`src/rtl/fma16_postnorm.sv`:
```
// fma16_postnorm: multi-cycle normalize/round/pack stage of the fp16 FMA.
// Takes the raw sum magnitude/exponent/sign from the add stage, finds the
// leading one, aligns, rounds per RoundMode and packs a binary16 result
// with {Overflow, Underflow, Inexact} flags. Single-entry, valid/ready on
// both sides; one operation walks IDLE -> LZC -> SHIFT -> ROUND -> DONE.
module fma16_postnorm (
  input  logic        clk,
  input  logic        reset,
  input  logic        InValid,
  output logic        InReady,
  input  logic [35:0] Sm,
  input  logic [6:0]  Se,
  input  logic        Ss,
  input  logic        Sticky,
  input  logic [1:0]  RoundMode,
  output logic        OutValid,
  input  logic        OutReady,
  output logic [15:0] Result,
  output logic [2:0]  Flags
);

  localparam logic [1:0] RM_RZ  = 2'b00;
  localparam logic [1:0] RM_RNE = 2'b01;
  localparam logic [1:0] RM_RM  = 2'b10;
  localparam logic [1:0] RM_RP  = 2'b11;

  typedef enum logic [2:0] {
    S_IDLE,
    S_LZC,
    S_SHIFT,
    S_ROUND,
    S_DONE
  } state_t;

  // Index of the most significant set bit; 0 when the vector is all zero
  // (the zero case is flagged separately).
  function automatic logic [5:0] lead_one(input logic [35:0] v);
    logic [5:0] idx;
    idx = '0;
    for (int i = 0; i < 36; i++) begin
      if (v[i]) idx = 6'(i);
    end
    return idx;
  endfunction

  // Round-up decision from guard/round/sticky and the fraction LSB.
  function automatic logic round_up(input logic [1:0] rm, input logic sgn,
                                    input logic lsb, input logic g,
                                    input logic r, input logic st);
    logic inx;
    logic up;
    inx = g | r | st;
    case (rm)
      RM_RZ:   up = 1'b0;
      RM_RNE:  up = g & (r | st | lsb);
      RM_RM:   up = sgn & inx;
      default: up = ~sgn & inx;
    endcase
    return up;
  endfunction

  // Saturation value on overflow: infinity when the rounding direction
  // points away from zero for this sign, otherwise the largest finite.
  function automatic logic [15:0] overflow_value(input logic [1:0] rm,
                                                 input logic sgn);
    logic to_inf;
    to_inf = (rm == RM_RNE) | ((rm == RM_RP) & ~sgn) | ((rm == RM_RM) & sgn);
    return to_inf ? {sgn, 15'h7C00} : {sgn, 15'h7BFF};
  endfunction

  state_t state_q, state_d;
  logic   accept;

  // Captured operand
  logic        [35:0] sm_q;
  logic signed [6:0]  se_q;
  logic               ss_q;
  logic               sticky_q;
  logic        [1:0]  rm_q;

  // LZC stage results
  logic        [5:0]  p_q, p_d;
  logic               z_q, z_d;
  logic signed [7:0]  e_q, e_d;

  // SHIFT stage results (N[35] is the implicit one and is not kept)
  logic        [34:0] n_q, n_d;
  logic        [4:0]  exp_q, exp_d;
  logic               tiny_q, tiny_d;
  logic               ovf_q, ovf_d;
  logic               xst_q, xst_d;

  // Packed output
  logic [15:0] result_q, result_d;
  logic [2:0]  flags_q, flags_d;

  assign InReady  = (state_q == S_IDLE);
  assign OutValid = (state_q == S_DONE);
  assign Result   = result_q;
  assign Flags    = flags_q;
  assign accept   = (state_q == S_IDLE) & InValid;

  // Next-state logic for the operation sequencer.
  always_comb begin
    state_d = state_q;
    case (state_q)
      S_IDLE:  if (InValid) state_d = S_LZC;
      S_LZC:   state_d = S_SHIFT;
      S_SHIFT: state_d = S_ROUND;
      S_ROUND: state_d = S_DONE;
      S_DONE:  if (OutReady) state_d = S_IDLE;
      default: state_d = S_IDLE;
    endcase
  end

  // State register; reset discards any operation in flight.
  always_ff @(posedge clk) begin
    if (reset) state_q <= S_IDLE;
    else       state_q <= state_d;
  end

  // ---- Stage 0: operand capture on accept ----
  // Operand registers load only on an accepted transfer.
  always_ff @(posedge clk) begin
    if (accept) begin
      sm_q     <= Sm;
      se_q     <= $signed(Se);
      ss_q     <= Ss;
      sticky_q <= Sticky;
      rm_q     <= RoundMode;
    end
  end

  // ---- Stage 1: leading-one position and unbiased-to-result exponent ----
  // E = Se + p - 22 in 8-bit signed arithmetic.
  always_comb begin
    logic signed [7:0] se_ext;
    se_ext = {se_q[6], se_q};
    p_d    = lead_one(sm_q);
    z_d    = ~|sm_q;
    e_d    = se_ext + $signed({2'b00, p_d}) - 8'sd22;
  end

  // LZC results are captured while in LZC.
  always_ff @(posedge clk) begin
    if (state_q == S_LZC) begin
      p_q <= p_d;
      z_q <= z_d;
      e_q <= e_d;
    end
  end

  // ---- Stage 2: alignment ----
  // Normal results put the leading one at bit 35; tiny results align to
  // the subnormal grid (shift 12+Se), or drop entirely into sticky when
  // that shift would be negative.
  always_comb begin
    logic signed [7:0] ts;
    ts     = {se_q[6], se_q} + 8'sd12;
    n_d    = '0;
    exp_d  = '0;
    tiny_d = 1'b0;
    xst_d  = 1'b0;
    ovf_d  = (e_q >= 8'sd31);
    if (e_q > 8'sd0) begin
      n_d   = 35'(sm_q << (6'd35 - p_q));
      exp_d = e_q[4:0];
    end else if (ts < 8'sd0) begin
      tiny_d = 1'b1;
      xst_d  = |sm_q;
    end else begin
      tiny_d = 1'b1;
      n_d    = 35'(sm_q << ts[5:0]);
    end
  end

  // Aligned significand and exponent field are captured while in SHIFT.
  always_ff @(posedge clk) begin
    if (state_q == S_SHIFT) begin
      n_q    <= n_d;
      exp_q  <= exp_d;
      tiny_q <= tiny_d;
      ovf_q  <= ovf_d;
      xst_q  <= xst_d;
    end
  end

  // ---- Stage 3: round, detect exceptions, pack ----
  // A fraction carry ripples into the exponent field by plain addition,
  // which covers both 1.11..1 -> 2.0 and max-subnormal -> min-normal.
  always_comb begin
    logic [9:0]  frac;
    logic        g, r, st, inx, up, ovf_any, unf;
    logic [14:0] packed_v;
    frac     = n_q[34:25];
    g        = n_q[24];
    r        = n_q[23];
    st       = (|n_q[22:0]) | sticky_q | xst_q;
    inx      = g | r | st;
    up       = round_up(rm_q, ss_q, frac[0], g, r, st);
    packed_v = {exp_q, frac} + {14'd0, up};
    ovf_any  = ovf_q | (packed_v[14:10] == 5'h1F);
    unf      = tiny_q & inx;
    result_d = {ss_q, packed_v};
    flags_d  = {1'b0, unf, inx};
    if (z_q & ~sticky_q) begin
      result_d = (rm_q == RM_RM) ? 16'h8000 : 16'h0000;
      flags_d  = 3'b000;
    end else if (ovf_any) begin
      result_d = overflow_value(rm_q, ss_q);
      flags_d  = 3'b101;
    end
  end

  // Output registers change only on the edge entering DONE.
  always_ff @(posedge clk) begin
    if (reset) begin
      result_q <= 16'h0000;
      flags_q  <= 3'b000;
    end else if (state_q == S_ROUND) begin
      result_q <= result_d;
      flags_q  <= flags_d;
    end
  end

endmodule

```
`config.mk`:
```
export PLATFORM = sky130hd
export DESIGN_NAME = fma16_postnorm
export DESIGN_NICKNAME = d
export VERILOG_FILES = /design/src/rtl/fma16_postnorm.sv
export SDC_FILE = /design/constraint.sdc
export NUM_CORES = 1
export LEC_CHECK = 0
export CORE_UTILIZATION = 45
export CTS_BUF_LIST = sky130_fd_sc_hd__clkbuf_16
export DETAILED_ROUTE_END_ITERATION = 16
export DONT_BUFFER_PORTS = 1
export SKIP_CTS_REPAIR_TIMING = 1
export SLEW_MARGIN = 10
export SYNTH_ARGS = -nofsm -noshare
export SYNTH_HDL_FRONTEND = slang
export SYNTH_SLANG_ARGS = --single-unit
```
`constraint.sdc`:
```
create_clock -name clk -period 4 [get_ports clk]
set_input_delay 0.2 -clock clk [delete_from_list [all_inputs] [get_ports clk]]
set_output_delay 0.2 -clock clk [all_outputs]
set_load 0.03 [all_outputs]
```
==> results.md <==
- GRT Total Usage: 25.8%
- CP max stage cell: edfxtp_1
- Max-cap violation count: 0
- Max VDD drop: 0.362 mV
- Chip Width: 148 µm
- Overall power: about 4600 µW
- CP delay by family, top: compound AO/OA/AOI/OAI gates
- Arr. time, crit path: roughly 3900 ps
- Largest net degree at the start of global routing: 46
- Worst EP required: about 4300 ps
- Period utilization: 90.7%
- Worst Hold Class: primary input to register
- Setup TNS: 0 ps
- Initial Utilization: 45.9%
- Net Count, Synth: 983
- Grt ovf: 0
- Max clock buf depth: 2
- Post-DRT Antenna Nets: 0
- Global-route wire length before repair: 42.6 mm
- Synth Register Bits: about 130
- Area taken by multi-input logic gates: between 0.005 and 0.006 mm²
- # setup viols final: 0
- Synth Area in Simple Gates: roughly an eighth
- Slew Viols, Final: 0
- FF+latch area: 0.00359 mm²
- Synth Area in Compound Gates: 14.3%
- Buf+Inv Stages, Crit Path: 1
- RSZ-0062 raised after global routing: no
- Clk slew on worst S/H paths: ~60 ps
- Worst Path Max Fanout: 11
- DP HPWL: 19.7 mm
- Fin crit period: 3630 ps
- Multiplexer area fraction after synthesis: 25.1%
- Fill cells: 1883
- Final setup margin: 374 ps
- # diodes: 0
- Root buf cell: clkbuf_16
- Area Overhead vs Synth: 13.0%
- WL final: 27.5 mm
- Number of I/O pins: 72
- Seq/Total Area, Yosys: between 30% and 40%
- Vias: approximately 7700
- Status: completed
- Row Count: between 50 and 60
- Clock Skew: 12.0 ps
- Core area: 0.0210 mm²
- DP Worst Slack: 398 ps
- Synth async-reset ratio: 0%
- Placer congestion estimate: approximately 0.97
- Die Y: 148 µm
- Final hold violation count: 0
- EDFF count, synth: 105
- Crit-path max cell delay: 530 ps
- Pwr dens: around 420 mW/mm²
- # nets final: 995
- Ratio of cells with drive above 1 in the final layout: 15.4%
- IO buf count: 0
- Fmax: 276 MHz
- Wirelength per Cell: approximately 23 µm
- Clock Latency Late Sink: roughly 430 ps
- Leak pwr: approximately 0.0040 µW
- DRT Pass-1 Iters: 7
- Startpoint types: register
- Final core occ: 51.8%
- Mapped Cells: 914
- Slew headroom: 28.2%
- Sinks on the clock net: 127
- Largest family of logic cells by synthesized area: multiplexers
- Avg Cell Area, Syn: 10.5 µm²
- Vias/cell: 6.38
- Post-synth cell types: 75
- H-tree depth: 4
- CP endpoint kind: register
- Initial antenna violation count: 0
- Synth Cell Area: 0.00961 mm²
- Ys Warns: 0
- Residual DRC: 0
- Worst-margin pin slew: 1070 ps
- Setup CP Type: register to register
- Die area: 0.0219 mm²
- Initial DRC count: 775
- Main flop type after synthesis: edfxtp_1
- CTS tree: done
- Crit-path cells: nor2_1 -> o31ai_1 -> a211oi_1 -> o31ai_1 -> a31oi_1 -> o41a_1 -> ha_1 -> inv_1 -> ha_1 -> fa_1 -> a21oi_1 -> nor2_1 -> nor2_1 -> o21bai_1 -> a21oi_1
- Num CTS Buffers: 17
- Synth Area in Adders: 2.42%
- XOR/XNOR share of the synthesized area: about 2.2%
- Cell mode on critical path: nor2_1
- Vias in the first global route: between 7000 and 8000
-- cells by family after synthesis --
family                     Yosys count
buffers and inverters              114
DFF                                127
AOI/OAI and AO/OA                  202
xor gates and xnor gates            24
adders and majority gates           18
muxes                              159
and+or+nand+nor                    270
-- cell usage after synthesis (5+ instances only) --
library cell    n  share of area, %
buf_4           6              0.47
a211oi_1        6              0.47
a31oi_1        15              0.98
buf_2          21               1.1
o211ai_1        9              0.70
mux4_2         63                15
a22oi_1         5              0.39
o31ai_1         8              0.62
nand2_1        90               3.5
mux2i_1        78               8.1
o21ai_0        23               1.2
edfxtp_1      105                33
xor2_1          9              0.82
nor2b_1        13              0.85
mux2_2         15               1.8
nand4_1         6              0.39
o22ai_1         8              0.52
buf_1           6              0.23
o21ai_1        16              0.83
nor4_1         13              0.85
nor2_1         73               2.9
nand3_1        23               1.2
nor3_1         22               1.1
and3_1          5              0.33
o221ai_1        7              0.64
xnor2_1        15               1.4
ha_1           17               2.2
dfxtp_1        22               4.6
inv_1          28               1.1
nand2b_1        9              0.59
clkbuf_1       46               1.8
a21oi_1        42               2.2
a22o_1         15               1.4
-- layout by cell type, fill, tap and decap left out, types with 15 or more instances in the layout --
| cell type | netlist | final |
|---|---|---|
| edfxtp_1 | 105 | 105 |
| nand2_1 | 90 | 90 |
| mux2i_1 | 78 | 78 |
| nor2_1 | 73 | 73 |
| mux4_2 | 63 | 63 |
| dlygate4sd3_1 | 0 | 50 |
| a21oi_1 | 42 | 42 |
| inv_1 | 28 | 29 |
| buf_4 | 6 | 25 |
| nand3_1 | 23 | 23 |
| o21ai_0 | 23 | 23 |
| dfxtp_1 | 22 | 22 |
| nor3_1 | 22 | 22 |
| clkbuf_16 | 0 | 17 |
| o21ai_1 | 16 | 16 |
| ha_1 | 17 | 16 |
| a31oi_1 | 15 | 15 |
| mux2_2 | 15 | 15 |
| a22o_1 | 15 | 15 |
| xnor2_1 | 15 | 15 |
-- path summary, 6_finish.rpt --
path | startpoint | endpoint | slack (ps) | cells past startpoint
worst min register to register | sm_q[35] | p_q[0] | 590 | 2
worst max register to register | sm_q[3] | e_q[7] | 370 | 15
worst max-delay path | sm_q[3] | e_q[7] | 370 | 15
worst min-delay path | reset | Result[10] | 70 | 3
-- through the flow --
step / cells / hold slack [ps] / area (µm²)
floorplan: 914 / 299 / 9620
global placement: 1132 / 271 / 9800
detailed placement: 1132 / 273 / 9800
CTS: 1164 / -183 / 10400
global route: 1214 / 80.7 / 10900
finish: 1214 / 72.8 / 10900
-- worst reg2reg max path, cell delays in order, from the launching register on --
cell and delay [ps]:
edfxtp_1 530, nor2_1 110, o31ai_1 200, a211oi_1 100
o31ai_1 430, a31oi_1 200, o41a_1 340, ha_1 270
inv_1 40, ha_1 200, fa_1 460, a21oi_1 150
nor2_1 50, nor2_1 150, o21bai_1 90, a21oi_1 150
-- state kept, by name, summed over array words and instances, names as in the netlist, 2 cells and up --
signal	count
se_q	7
state_q	3
n_q	35
e_q	8
Result	16
exp_q	5
rm_q	2
Flags	3
p_q	6
sm_q	36
-- per-layer routing --
layer | up-vias | routed length, µm | global-route usage (%)
met1 | 3729 | 11600 | 35.2
met5 | - | 0 | 0
met3 | 66 | 2260 | 4.97
met4 | 0 | 900 | 10.7
met2 | 398 | 12800 | 40.3
li1 | 3549 | - | -
-- where the power goes --
part	total [µW]	switching [µW]	internal [µW]
logic	1360	777	580
clock network	1500	638	863
registers	1740	159	1580
total	4600	1570	3020
-- cell type report --
cell class	instances	area share (%)
clock buffers	17	3.92
clock inverters	15	1.29
inverters	29	1.00
multi-input cells	673	50.7
flip-flops and latches	127	33.1
well taps	275	3.17
repair buffers	78	6.89
No activity file was read; power rests on OpenSTA's default activity.
